**src/rtl/mem_stage_pkg.sv**
```systemverilog
// Shared types and helpers for the MEM-stage controller and its load/store alignment unit.
package mem_stage_pkg;

  typedef enum logic [1:0] {IDLE, REQ, WAIT, DONE} state_t;

  localparam logic [2:0] F3_B  = 3'b000;
  localparam logic [2:0] F3_H  = 3'b001;
  localparam logic [2:0] F3_W  = 3'b010;
  localparam logic [2:0] F3_D  = 3'b011;
  localparam logic [2:0] F3_BU = 3'b100;
  localparam logic [2:0] F3_HU = 3'b101;
  localparam logic [2:0] F3_WU = 3'b110;

  // Unshifted byte-strobe pattern for the access size encoded in funct3[1:0].
  function automatic logic [7:0] size_mask(input logic [2:0] funct3);
    case (funct3[1:0])
      2'b00:   return 8'h01;
      2'b01:   return 8'h03;
      2'b10:   return 8'h0F;
      default: return 8'hFF;
    endcase
  endfunction

  function automatic logic misaligned(input logic [2:0] funct3, input logic [2:0] off);
    case (funct3[1:0])
      2'b01:   return off[0];
      2'b10:   return |off[1:0];
      2'b11:   return |off;
      default: return 1'b0;
    endcase
  endfunction

endpackage

```
**src/rtl/mem_stage_ctrl_if.sv**
```systemverilog
// Port bundle of mem_stage_ctrl: EX/MEM entry, data-memory bus and MEM/WB output.
// out_misalign is present only when MEM_STAGE_MISALIGN_CHECK_EN is defined.
interface mem_stage_ctrl_if #(
  parameter int XLEN   = 64,
  parameter int ADDR_W = 32
);

  logic              in_valid;
  logic              in_ready;
  logic              in_mem_r_en;
  logic              in_mem_w_en;
  logic [2:0]        in_funct3;
  logic [XLEN-1:0]   in_exu_result;
  logic [XLEN-1:0]   in_x_rs2;

  logic              req_valid;
  logic              req_ready;
  logic [ADDR_W-1:0] req_addr;
  logic              req_wen;
  logic [XLEN-1:0]   req_wdata;
  logic [XLEN/8-1:0] req_wmask;
  logic              resp_valid;
  logic [XLEN-1:0]   resp_rdata;

  logic              out_valid;
  logic              out_ready;
  logic [XLEN-1:0]   out_lsu_r_data;
`ifdef MEM_STAGE_MISALIGN_CHECK_EN
  logic              out_misalign;
`endif

  modport master (
    input  in_valid, in_mem_r_en, in_mem_w_en, in_funct3, in_exu_result, in_x_rs2,
    input  req_ready, resp_valid, resp_rdata, out_ready,
    output in_ready, req_valid, req_addr, req_wen, req_wdata, req_wmask,
    output out_valid, out_lsu_r_data
`ifdef MEM_STAGE_MISALIGN_CHECK_EN
    , output out_misalign
`endif
  );

  modport slave (
    output in_valid, in_mem_r_en, in_mem_w_en, in_funct3, in_exu_result, in_x_rs2,
    output req_ready, resp_valid, resp_rdata, out_ready,
    input  in_ready, req_valid, req_addr, req_wen, req_wdata, req_wmask,
    input  out_valid, out_lsu_r_data
`ifdef MEM_STAGE_MISALIGN_CHECK_EN
    , input out_misalign
`endif
  );

endinterface

```
**src/rtl/lsu_align.sv**
```systemverilog
// Combinational byte-lane steering: store data/strobe placement and load shift with sign/zero extension.
module lsu_align #(
  parameter int XLEN = 64
) (
  input  logic [2:0]        off,
  input  logic [2:0]        funct3,
  input  logic [XLEN-1:0]   store_data,
  input  logic [XLEN-1:0]   rdata,
  output logic [XLEN-1:0]   wdata,
  output logic [XLEN/8-1:0] wmask,
  output logic [XLEN-1:0]   load_data
);
  import mem_stage_pkg::*;

  localparam int NB = XLEN / 8;

  logic [5:0]      bit_off;
  logic [XLEN-1:0] shifted;

  assign bit_off = {off, 3'b000};
  assign wdata   = store_data << bit_off;
  assign wmask   = NB'(size_mask(funct3)) << off;
  assign shifted = rdata >> bit_off;

  // Extension works on the already right-justified doubleword.
  always_comb begin
    load_data = shifted;
    case (funct3)
      F3_B:    load_data = {{(XLEN-8){shifted[7]}},   shifted[7:0]};
      F3_H:    load_data = {{(XLEN-16){shifted[15]}}, shifted[15:0]};
      F3_W:    load_data = {{(XLEN-32){shifted[31]}}, shifted[31:0]};
      F3_BU:   load_data = {{(XLEN-8){1'b0}},         shifted[7:0]};
      F3_HU:   load_data = {{(XLEN-16){1'b0}},        shifted[15:0]};
      F3_WU:   load_data = {{(XLEN-32){1'b0}},        shifted[31:0]};
      default: load_data = shifted;
    endcase
  end

endmodule

```
**src/rtl/mem_stage_ctrl.sv**
```systemverilog
// MEM-stage controller: one data-memory transaction per load/store, zero-latency pass-through otherwise.
// Optional misalignment trap enabled by MEM_STAGE_MISALIGN_CHECK_EN.
module mem_stage_ctrl #(
  parameter int XLEN   = 64,
  parameter int ADDR_W = 32
) (
  input  logic clk,
  input  logic rst,
  mem_stage_ctrl_if.master bus
);
  import mem_stage_pkg::*;

  state_t            state;
  state_t            state_nxt;
  logic [2:0]        off_q;
  logic [2:0]        funct3_q;
  logic              wen_q;
  logic [XLEN-1:0]   lsu_r_data_q;
  logic [XLEN-1:0]   load_data;
  logic [XLEN-1:0]   wdata;
  logic [XLEN/8-1:0] wmask;
  logic              is_mem;
  logic              misalign_now;
  logic              in_ready;
  logic              out_valid;
  logic              req_valid;
  logic              unused_upper;

  assign is_mem       = bus.in_mem_r_en | bus.in_mem_w_en;
  assign unused_upper = ^bus.in_exu_result[XLEN-1:ADDR_W];

`ifdef MEM_STAGE_MISALIGN_CHECK_EN
  logic misalign_q;

  assign misalign_now     = misaligned(bus.in_funct3, bus.in_exu_result[2:0]);
  assign bus.out_misalign = (state == DONE) && misalign_q;

  always_ff @(posedge clk or posedge rst) begin
    if (rst) begin
      misalign_q <= 1'b0;
    end else if (state == IDLE && bus.in_valid && is_mem) begin
      misalign_q <= misalign_now;
    end
  end
`else
  assign misalign_now = 1'b0;
`endif

  always_ff @(posedge clk or posedge rst) begin
    if (rst) begin
      state <= IDLE;
    end else begin
      state <= state_nxt;
    end
  end

  // Access attributes are captured at acceptance; upper address and store data stay valid
  // because the EX/MEM entry is held until in_ready.
  always_ff @(posedge clk or posedge rst) begin
    if (rst) begin
      off_q        <= 3'b000;
      funct3_q     <= 3'b000;
      wen_q        <= 1'b0;
      lsu_r_data_q <= '0;
    end else begin
      if (state == IDLE && bus.in_valid && is_mem) begin
        off_q    <= bus.in_exu_result[2:0];
        funct3_q <= bus.in_funct3;
        wen_q    <= bus.in_mem_w_en;
      end
      if (state == WAIT && bus.resp_valid && !wen_q) begin
        lsu_r_data_q <= load_data;
      end
    end
  end

  always_comb begin
    state_nxt = state;
    in_ready  = 1'b0;
    out_valid = 1'b0;
    req_valid = 1'b0;
    case (state)
      IDLE: begin
        if (bus.in_valid) begin
          if (!is_mem) begin
            out_valid = 1'b1;
            in_ready  = bus.out_ready;
          end else begin
            state_nxt = misalign_now ? DONE : REQ;
          end
        end
      end
      REQ: begin
        req_valid = 1'b1;
        if (bus.req_ready) state_nxt = WAIT;
      end
      WAIT: begin
        if (bus.resp_valid) state_nxt = DONE;
      end
      DONE: begin
        out_valid = 1'b1;
        in_ready  = bus.out_ready;
        if (bus.out_ready) state_nxt = IDLE;
      end
      default: state_nxt = IDLE;
    endcase
  end

  lsu_align #(.XLEN(XLEN)) u_align (
    .off        (off_q),
    .funct3     (funct3_q),
    .store_data (bus.in_x_rs2),
    .rdata      (bus.resp_rdata),
    .wdata      (wdata),
    .wmask      (wmask),
    .load_data  (load_data)
  );

  assign bus.in_ready       = in_ready;
  assign bus.out_valid      = out_valid;
  assign bus.req_valid      = req_valid;
  assign bus.req_addr       = {bus.in_exu_result[ADDR_W-1:3], 3'b000};
  assign bus.req_wen        = wen_q;
  assign bus.req_wdata      = wdata;
  assign bus.req_wmask      = wmask;
  assign bus.out_lsu_r_data = lsu_r_data_q;

endmodule

```
**src/flat_wrapper.sv**
```systemverilog
// flat-port wrapper written by rule: the top's interface ports become plain ports
module mem_stage_ctrl_flat import mem_stage_pkg::*;
#(
  parameter int XLEN   = 64,
  parameter int ADDR_W = 32
)
  (clk, rst, bus_in_valid, bus_in_mem_r_en, bus_in_mem_w_en, bus_in_funct3, bus_in_exu_result, bus_in_x_rs2, bus_req_ready, bus_resp_valid, bus_resp_rdata, bus_out_ready, bus_in_ready, bus_req_valid, bus_req_addr, bus_req_wen, bus_req_wdata, bus_req_wmask, bus_out_valid, bus_out_lsu_r_data);
  mem_stage_ctrl_if #(.XLEN(XLEN), .ADDR_W(ADDR_W)) bus_i ();
  input  logic clk;
  input  logic rst;
  input wire logic [$bits(bus_i.in_valid)-1:0] bus_in_valid;
  input wire logic [$bits(bus_i.in_mem_r_en)-1:0] bus_in_mem_r_en;
  input wire logic [$bits(bus_i.in_mem_w_en)-1:0] bus_in_mem_w_en;
  input wire logic [$bits(bus_i.in_funct3)-1:0] bus_in_funct3;
  input wire logic [$bits(bus_i.in_exu_result)-1:0] bus_in_exu_result;
  input wire logic [$bits(bus_i.in_x_rs2)-1:0] bus_in_x_rs2;
  input wire logic [$bits(bus_i.req_ready)-1:0] bus_req_ready;
  input wire logic [$bits(bus_i.resp_valid)-1:0] bus_resp_valid;
  input wire logic [$bits(bus_i.resp_rdata)-1:0] bus_resp_rdata;
  input wire logic [$bits(bus_i.out_ready)-1:0] bus_out_ready;
  output wire logic [$bits(bus_i.in_ready)-1:0] bus_in_ready;
  output wire logic [$bits(bus_i.req_valid)-1:0] bus_req_valid;
  output wire logic [$bits(bus_i.req_addr)-1:0] bus_req_addr;
  output wire logic [$bits(bus_i.req_wen)-1:0] bus_req_wen;
  output wire logic [$bits(bus_i.req_wdata)-1:0] bus_req_wdata;
  output wire logic [$bits(bus_i.req_wmask)-1:0] bus_req_wmask;
  output wire logic [$bits(bus_i.out_valid)-1:0] bus_out_valid;
  output wire logic [$bits(bus_i.out_lsu_r_data)-1:0] bus_out_lsu_r_data;
  assign bus_i.in_valid = bus_in_valid;
  assign bus_i.in_mem_r_en = bus_in_mem_r_en;
  assign bus_i.in_mem_w_en = bus_in_mem_w_en;
  assign bus_i.in_funct3 = bus_in_funct3;
  assign bus_i.in_exu_result = bus_in_exu_result;
  assign bus_i.in_x_rs2 = bus_in_x_rs2;
  assign bus_i.req_ready = bus_req_ready;
  assign bus_i.resp_valid = bus_resp_valid;
  assign bus_i.resp_rdata = bus_resp_rdata;
  assign bus_i.out_ready = bus_out_ready;
  assign bus_in_ready = bus_i.in_ready;
  assign bus_req_valid = bus_i.req_valid;
  assign bus_req_addr = bus_i.req_addr;
  assign bus_req_wen = bus_i.req_wen;
  assign bus_req_wdata = bus_i.req_wdata;
  assign bus_req_wmask = bus_i.req_wmask;
  assign bus_out_valid = bus_i.out_valid;
  assign bus_out_lsu_r_data = bus_i.out_lsu_r_data;
  mem_stage_ctrl #(.XLEN(XLEN), .ADDR_W(ADDR_W)) u_core (.clk(clk), .rst(rst), .bus(bus_i));
endmodule
```
**config.mk**
```make
export PLATFORM = sky130hd
export DESIGN_NAME = mem_stage_ctrl_flat
export DESIGN_NICKNAME = d
export VERILOG_FILES = /design/src/rtl/mem_stage_pkg.sv /design/src/rtl/mem_stage_ctrl_if.sv /design/src/rtl/lsu_align.sv /design/src/rtl/mem_stage_ctrl.sv /design/src/flat_wrapper.sv
export SDC_FILE = /design/constraint.sdc
export NUM_CORES = 1
export LEC_CHECK = 0
export BUFFER_PORTS_ARGS = -buffer_cell sky130_fd_sc_hd__buf_2
export CAP_MARGIN = 20
export CORE_AREA = 2 2 148 150
export CTS_BUF_LIST = sky130_fd_sc_hd__clkbuf_16
export CTS_CLUSTER_DIAMETER = 80
export DETAILED_ROUTE_END_ITERATION = 10
export DIE_AREA = 0 0 150 152
export HOLD_SLACK_MARGIN = 0.08
export PLACE_DENSITY = 0.67
export SETUP_SLACK_MARGIN = 0.5
export SLEW_MARGIN = 20
export SYNTH_ARGS = -nofsm -noshare
export SYNTH_HDL_FRONTEND = slang
export SYNTH_HIERARCHICAL = 1
export SYNTH_SLANG_ARGS = --single-unit
```
**constraint.sdc**
```tcl
create_clock -name clk -period 2.3 [get_ports clk]
set_input_delay 0.46 -clock clk [delete_from_list [all_inputs] [get_ports clk]]
set_output_delay 0.46 -clock clk [all_outputs]
set_load 0.005 [all_outputs]
```
# Word level (Yosys, flattened, before mapping)
# Cells that the tools add are included.
# Widths: inputs -> output; s select.
[classes]
eq_ne = 15
shift = 3
muxes = 15
bitwise_logic = 1
reduce_logical = 9
[ops]
columns = ["op", "count"]
rows = [
  ["$pmux 64 s6", 1],
  ["$shl 64x6->64", 1],
  ["$shr 64x6->64", 1],
  ["$pmux 8 s3", 1],
  ["$mux 2", 5],
  ["$eq 3x3->1 const B", 3],
  ["$ne 2x2->1 const B", 4],
  ["$pmux 2 s4", 1],
  ["$shl 8x3->8", 1],
  ["$eq 2x2->1 const B", 3],
  ["$mux 1", 5],
  ["$reduce_and 5->1", 1],
  ["$eq 2x1->1 const B", 2],
  ["$logic_and 1x1->1", 4],
  ["$logic_not 2->1", 2],
  ["$pmux 1 s2", 2],
  ["$eq 3x1->1 const B", 1],
  ["$eq 3x2->1 const B", 1],
  ["$logic_not 3->1", 1],
  ["$ne 2x1->1 const B", 1],
  ["$logic_not 1->1", 1],
  ["$or 1x1->1", 1],
]
[word_totals]
wordCells = 48
out_inout_bits = 172
ff_bits = 73
inputBits = 203

# Longest topological paths before layout
# Gate-level depths: netlist of run 1.
[depth]
word_depth = 4
depth_mapped = 9
depth_no_buf = 5

# Hierarchy
# The synthesis of run 1 kept the hierarchy.
[modules_own_cells]
columns = ["module", "n_inst", "cells_per_inst", "area_each_um2"]
rows = [
  ["lsu_align", 1, 583, 4403.0],
  ["mem_stage_ctrl", 1, 206, 3075.4],
]

# Worst setup path after synthesis of run 1
# Ideal clock, no wire load.
[synth_path]
path_kind = "reg-to-output"
start = "register u_core.off_q[1]"
end = "output port bus_req_wdata[40]"
n_path_buf = 6
path_slack_ns = 0.383
arrival_time_ns = 1.457
path_stages_with_launch = 8
path_cell_list = "dfrtp_1 -> buf_6 -> buf_8 -> buf_6 -> buf_4 -> buf_4 -> buf_2 -> o22ai_1"
[synth_between]
elab_chain_len = 1
[synth_rtl]
columns = ["item", "line", "text"]
rows = [
  ["from (decl)", "mem_stage_ctrl.sv:15", "logic [2:0] off_q;"],
  ["from (signal assigned)", "mem_stage_ctrl.sv:67", "off_q <= bus.in_exu_result[2:0];"],
  ["$shl 64x6->64", "lsu_align.sv:21", "assign wdata = store_data << bit_off;"],
  ["to (decl)", "flat_wrapper.sv:25", "output wire logic [$bits(bus_i.req_wdata)-1:0] bus_req_wdata;"],
]
# No other way between the ends.

# Final worst setup path of run 1
[layout_path]
start = "register u_core.off_q[1]"
end = "output port bus_req_wdata[61]"
# Same word-level chain as after synthesis.

==> impl_metrics.env, run 1 <==
export IMPL_fin_cells=1396
export IMPL_cp_cell_sequence="buf_12, buf_16, buf_4, mux2i_1, nor2_1, a21oi_1, mux2i_1, buf_2"
export IMPL_clkPwrFrac_pct=8.2
export IMPL_wl_um=34400
export IMPL_dpl_hpwl_um=21800
export IMPL_worst_slew_pin_slew_ps=607
export IMPL_grt_pass1_vias=7606
export IMPL_num_vias=8263
export IMPL_ys_flop_type="dfrtp_1"
export IMPL_fill_cells=1794
export IMPL_cts_buffer_depth=2
export IMPL_port_buffers=281
export IMPL_ant_nets=0
export IMPL_hold_viol=0
export IMPL_synth_top_area_cell="dfrtp_1"
export IMPL_grtUsageTotal_pct=24.9
export IMPL_cp_max_fo=6
export IMPL_grt_pass1_wl_um=43800
export IMPL_final_util_pct=54.1
export IMPL_layout_setup_ws_ps=-144
export IMPL_synthArstFlopShare_pct=100
export IMPL_place_area_mm2=0.00938
export IMPL_critPathKind="flip-flop to output port"
export IMPL_layout_common_cells="buf_2 (269), mux2_2 (100), mux2i_1 (91), dfrtp_1 (70), buf_4 (64)"
export IMPL_dp_cells=1301
export IMPL_vias_per_cell=5.92
export IMPL_dpl_worst_slack_ps=64.9
export IMPL_critPathTopFamily="buffers and inverters"
export IMPL_root_buffer="clkbuf_16"
export IMPL_synth_area_mm2=0.00748
export IMPL_antenna_found_initial=3
export IMPL_period_share_pct=106
export IMPL_overflow=0
export IMPL_clk_latency_ps=340
export IMPL_core_mm2=0.0214
export IMPL_cp_slowest_cell="dfrtp_4"
export IMPL_layout_drive_gt1_share_pct=62.2
export IMPL_p_int_mw=10.3
export IMPL_fin_area_mm2=0.0116
export IMPL_path_clk_slew_ps=60
export IMPL_power_frac_seq_pct=12.7
export IMPL_status="complete, but fails checks"
export IMPL_synth_avg_cell_area_um2=9.48
export IMPL_die_area_mm2=0.0228
export IMPL_cellLeakagePower_nw=5.49
export IMPL_path_common_cell="mux2i_1"
export IMPL_crit_buf_inv=4
export IMPL_ys_types=47
export IMPL_ctsHtreeMaxLevel=3
export IMPL_start_util_pct=35.0
export IMPL_max_stage_delay_ps=560
export IMPL_grt_max_degree=46
export IMPL_setup_viol=88
export IMPL_synth_enable_flop_cells=0
export IMPL_synth_top_area_share_pct=24.4
export IMPL_syn_to_final_growth_pct=54.6
export IMPL_p_sw_share_pct=43.8
export IMPL_p_per_area_mw_per_mm2=1580
export IMPL_fmax_ghz=0.409
export IMPL_ys_ff_latch=73
export IMPL_cts_sinks=73
export IMPL_dieHeight_um=152
export IMPL_synth_area_top_cells="dfrtp_1 (24%), mux2i_1 (17%), mux2_2 (16%)"
export IMPL_io_pins=375
export IMPL_hold_path_class="input port to asynchronous set/reset pin"
export IMPL_crit_required_ps=1840
export IMPL_violations="negative setup slack"
export IMPL_crit_path_start_kind="flip-flop"
export IMPL_yosys_warnings=6
export IMPL_vdd_drop_max_uv=799
export IMPL_drc=0
export IMPL_report_final_slew_viol_count=0
export IMPL_cap_violations=0
export IMPL_yosysSeqAreaShare_pct=24.4
export IMPL_gp_congestion=0.939
export IMPL_arrival_ps=1980
export IMPL_rsz0062_at_grt="yes"
export IMPL_fin_crit_ps=2440
export IMPL_nets=1317
export IMPL_die_x_um=150
export IMPL_cts_made_buffers=9
export IMPL_syn_inst=789
export IMPL_final_common_cell="buf_2"
export IMPL_fin_total_pwr_mw=18.3
export IMPL_crit_path_end_kind="output port"
export IMPL_skew_ps=9.35
export IMPL_relSlewSlack_pct=59.3
export IMPL_switching_power_mw=8.00
export IMPL_cts_tree="built"
export IMPL_rows=54
export IMPL_wire_per_inst_um=24.7
export IMPL_comb_power_share_pct=79.1
export IMPL_drtIter0Drc=567
export IMPL_firstDrtPassIters=5
-- worst register-to-register path, delay by kind of cell, from the launching register on --
family	cells	cell delay (ps)
buffers and inverters	4	710
DFF	1	560
muxes	2	570
and+or+nand+nor	3	420
-- sequential cells by signal, summed over array words and instances (netlist names) --
register and count:
u_core/bus.out_lsu_r_data 64, u_core/funct3_q 3, u_core/off_q 3, u_core/state 2, u_core/bus.req_wen 1
-- synth_stat cells, types with 11 or more instances --
| cell type | number |
|---|---|
| mux2i_1 | 127 |
| mux2_2 | 103 |
| dfrtp_1 | 73 |
| nor2_1 | 65 |
| buf_4 | 57 |
| nand2_1 | 54 |
| o21ai_0 | 43 |
| buf_2 | 32 |
| a21oi_1 | 28 |
| nand4_1 | 25 |
| mux4_2 | 22 |
| nor2b_1 | 17 |
| o22ai_1 | 17 |
| nand3_1 | 13 |
| buf_6 | 11 |
-- logic make-up after synthesis --
group,Yosys count,share of synthesized area (%)
other,1,0.0501
AOI/OAI and AO/OA,142,12.3
and+or+nand+nor,201,12.9
DFF,73,24.4
buffers and inverters,116,10.5
muxes,252,39.1
adders and majority gates,4,0.669
-- cell type report --
type | count | area (µm²) | area share (%)
diodes | 1 | 2.50 | 0.0216
clock buffers | 9 | 225 | 1.95
inverters | 4 | 18.8 | 0.162
flip-flops and latches | 73 | 1840 | 15.9
clock inverters | 7 | 86.3 | 0.747
repair buffers | 419 | 3310 | 28.6
multi-input cells | 603 | 5730 | 49.6
well taps | 280 | 350 | 3.03
-- layer usage --
layer	global-route usage, %	up-vias	routed length [µm]
li1	-	3540	-
met1	29.1	4021	12200
met2	41.8	576	16900
met3	4.98	124	3270
met4	15.0	2	2070
met5	0	-	20
-- path summary, 6_finish.rpt --
| path | slack, ps | to | cells past startpoint | start |
|---|---|---|---|---|
| worst max-delay path | -140 | bus_req_wdata[61] | 8 | u_core/off_q[1]$_DFFE_PP0P_ |
| max in group asynchronous | 1550 | u_core/off_q[0]$_DFFE_PP0P_ | 3 | rst |
| worst min-delay path | 190 | u_core/bus.out_lsu_r_data[43]$_DFFE_PP0P_ | 2 | rst |
| worst min register to register | 500 | u_core/bus.out_lsu_r_data[0]$_DFFE_PP0P_ | 1 | u_core/bus.out_lsu_r_data[0]$_DFFE_PP0P_ |
| worst max register to register | -100 | u_core/bus.out_lsu_r_data[41]$_DFFE_PP0P_ | 9 | u_core/off_q[1]$_DFFE_PP0P_ |
| min in group clk | 340 | u_core/funct3_q[2]$_DFFE_PP0P_ | 2 | bus_in_funct3[2] |
-- per-stage QoR --
step	TNS, ps	hold slack (ps)
global route	-10370	234
floorplan	0	474
CTS	-1230	193
detailed placement	0	488
finish	-4670	189
global placement	0	484
-- power by group through the flow --
stage                     Clock, mW  Combinational (mW)  Sequential (mW)
after floorplan                   0                7.19             2.22
after global placement            0                10.4             2.40
after detailed placement          0                10.5             2.41
after CTS                      1.51                12.2             2.31
after global routing           1.56                15.1             2.39
final                          1.50                14.5             2.32
-- what timing repair did --
item,in CTS,in global routing
pin swaps,23,28
setup buffers,29,27
resized for setup,98,112
cloned,4,18
setup endpoints to repair,138,139
hold buffers,0,0
Power figures use the tool's default switching activity.
==> run 2: changes to the inputs <==
BUFFER_PORTS_ARGS = default   (was -buffer_cell sky130_fd_sc_hd__buf_2)
CORE_AREA = 2 2 147 149   (was 2 2 148 150)
DIE_AREA = 0 0 149 151   (was 0 0 150 152)
DONT_BUFFER_PORTS = 1   (was default)
PLACE_DENSITY = default   (was 0.67)
==> run 2 against run 1 <==
The run now ends clean; hold slack got worse by 86 ps; clock skew fell by 4.3 ps; critical path depth fell by 2; utilization fell by 7.2 points; combinational power fell by 16%; setup slack improved by 160 ps; highest routed layer is now met4.
==> impl_metrics.env, run 2 (same netlist as run 1, synthesis figures left out) <==
export IMPL_status="finished, final reports clean"
export IMPL_nets=1013
export IMPL_layout_common_cells="mux2_2 (98), mux2i_1 (97), dfrtp_1 (70), nand2_1 (54), buf_4 (53)"
export IMPL_die_x_um=149
export IMPL_vdd_drop_max_uv=883
export IMPL_crit_path_start_kind="flip-flop"
export IMPL_skew_ps=5.09
export IMPL_drc=0
export IMPL_r2r_start="u_core/off_q[1]$_DFFE_PP0P_"
export IMPL_num_vias=6708
export IMPL_die_area_mm2=0.0225
export IMPL_cp_max_fo=13
export IMPL_relSlewSlack_pct=57.3
export IMPL_cts_tree="built"
export IMPL_r2r_end="u_core/bus.out_lsu_r_data[24]$_DFFE_PP0P_"
export IMPL_path_common_cell="mux2i_1"
export IMPL_hold_path_class="input port to asynchronous set/reset pin"
export IMPL_cts_sinks=73
export IMPL_fmax_ghz=0.439
export IMPL_firstDrtPassIters=5
export IMPL_cp_cell_sequence="buf_12, bufbuf_16, mux2i_1, nand2_1, o21ai_0, mux2i_1"
export IMPL_antenna_found_initial=0
export IMPL_crit_path_end_kind="output port"
export IMPL_ant_nets=0
export IMPL_final_common_cell="mux2_2"
export IMPL_cap_violations=0
export IMPL_grt_pass1_vias=6440
export IMPL_fill_cells=1881
export IMPL_p_per_area_mw_per_mm2=1650
export IMPL_place_area_mm2=0.00791
export IMPL_worst_r2r_cell_count=8
export IMPL_rows=53
export IMPL_ctsHtreeMaxLevel=3
export IMPL_overflow=0
export IMPL_cts_made_buffers=9
export IMPL_layout_drive_gt1_share_pct=46.5
export IMPL_dieHeight_um=151
export IMPL_max_stage_delay_ps=500
export IMPL_report_final_slew_viol_count=0
export IMPL_grt_max_degree=74
export IMPL_port_buffers=0
export IMPL_arrival_ps=1820
export IMPL_critPathKind="flip-flop to output port"
export IMPL_cellLeakagePower_nw=4.16
export IMPL_final_setup_tns_ps=0
export IMPL_dpl_hpwl_um=18400
export IMPL_worst_slew_pin_slew_ps=638
export IMPL_core_mm2=0.0208
export IMPL_start_util_pct=35.9
export IMPL_io_pins=375
export IMPL_rsz0062_at_grt="yes"
export IMPL_clk_latency_ps=330
export IMPL_drtIter0Drc=393
export IMPL_path_clk_slew_ps=60
export IMPL_r2r_slack_ps=130
export IMPL_period_share_pct=99.1
export IMPL_grt_pass1_wl_um=39400
export IMPL_root_buffer="clkbuf_16"
export IMPL_largest_reg_flops=64
export IMPL_cts_hold_buffers=0
export IMPL_fin_crit_ps=2280
export IMPL_cts_buffer_depth=2
export IMPL_wire_per_inst_um=26.0
export IMPL_cp_slowest_cell="dfrtp_4"
export IMPL_fin_total_pwr_mw=16.1
export IMPL_antenna_cells=0
export IMPL_fin_area_mm2=0.00978
export IMPL_gp_congestion=0.849
export IMPL_crit_required_ps=1840
export IMPL_grtUsageTotal_pct=22.9
export IMPL_vias_per_cell=6.18
export IMPL_setup_viol=0
export IMPL_syn_to_final_growth_pct=30.8
export IMPL_crit_start="u_core/off_q[1]$_DFFE_PP0P_"
export IMPL_hold_viol=0
export IMPL_wl_um=28200
export IMPL_holdWs_ps=103
==> run 2: worst max path at each step <==
stage | to | slack, ps
2_1_floorplan | bus_req_wdata[48] | 440
3_3_place_gp | u_core/bus.out_lsu_r_data[16]$_DFFE_PP0P_ | 170
3_5_place_dp | u_core/bus.out_lsu_r_data[16]$_DFFE_PP0P_ | 150
4_1_cts | bus_req_wdata[4] | 60
5_1_grt | bus_req_wdata[49] | -80
6_report | bus_req_wdata[51] | 20
==> run 2: power breakdown <==
group	leakage, nW	switching, mW	internal (mW)
logic	3.09	5.75	6.45
clock network	0.145	0.552	0.821
registers	0.918	0.651	1.90
total	4.16	6.96	9.17
==> run 2: stage by stage <==
| step | cells | worst slack [ps] | utilization, % |
|---|---|---|---|
| 2_1_floorplan | 791 | 435 | - |
| 3_3_place_gp | 1003 | 172 | 38.0 |
| 3_5_place_dp | 1003 | 147 | 38.0 |
| 4_1_cts | 1063 | 58.3 | 44.0 |
| 5_1_grt | 1085 | -79.0 | 47.0 |
| 6_report | 1085 | 20.1 | 47.0 |
==> run 2: final cells by class <==
cell class	instances	area (µm²)	area share (%)
clock inverter	6	53.8	0.550
timing repair buffer	115	1690	17.3
tap	275	344	3.52
multi-input combinational	603	5610	57.3
sequential	73	1840	18.8
clock buffer	9	225	2.30
inverter	4	18.8	0.192
==> run 2: what timing repair did <==
action | 4_1_cts | 5_1_grt
endpoints found under the setup margin | 137 | 138
cloned | 16 | 5
endpoints found under the hold margin | 0 | 0
pin swaps | 17 | 22
resized for setup | 71 | 101
buffers inserted | 29 | 17
==> run 2: metal layers <==
metal	vias to the layer above	GRT usage, %	wire length, µm
li1	2931	-	-
met1	3327	26.7	10300
met2	382	38.4	13900
met3	68	7.47	2860
met4	0	10.8	1240
met5	-	0	0
==> run 2: worst max-delay path, delay by kind of cell, from the launching register on <==
kind | cells | cell delay (ps)
flip-flops | 1 | 500
buffers and inverters | 2 | 450
multiplexers | 2 | 360
AO/OA/AOI/OAI | 1 | 100
AND/OR/NAND/NOR | 1 | 60
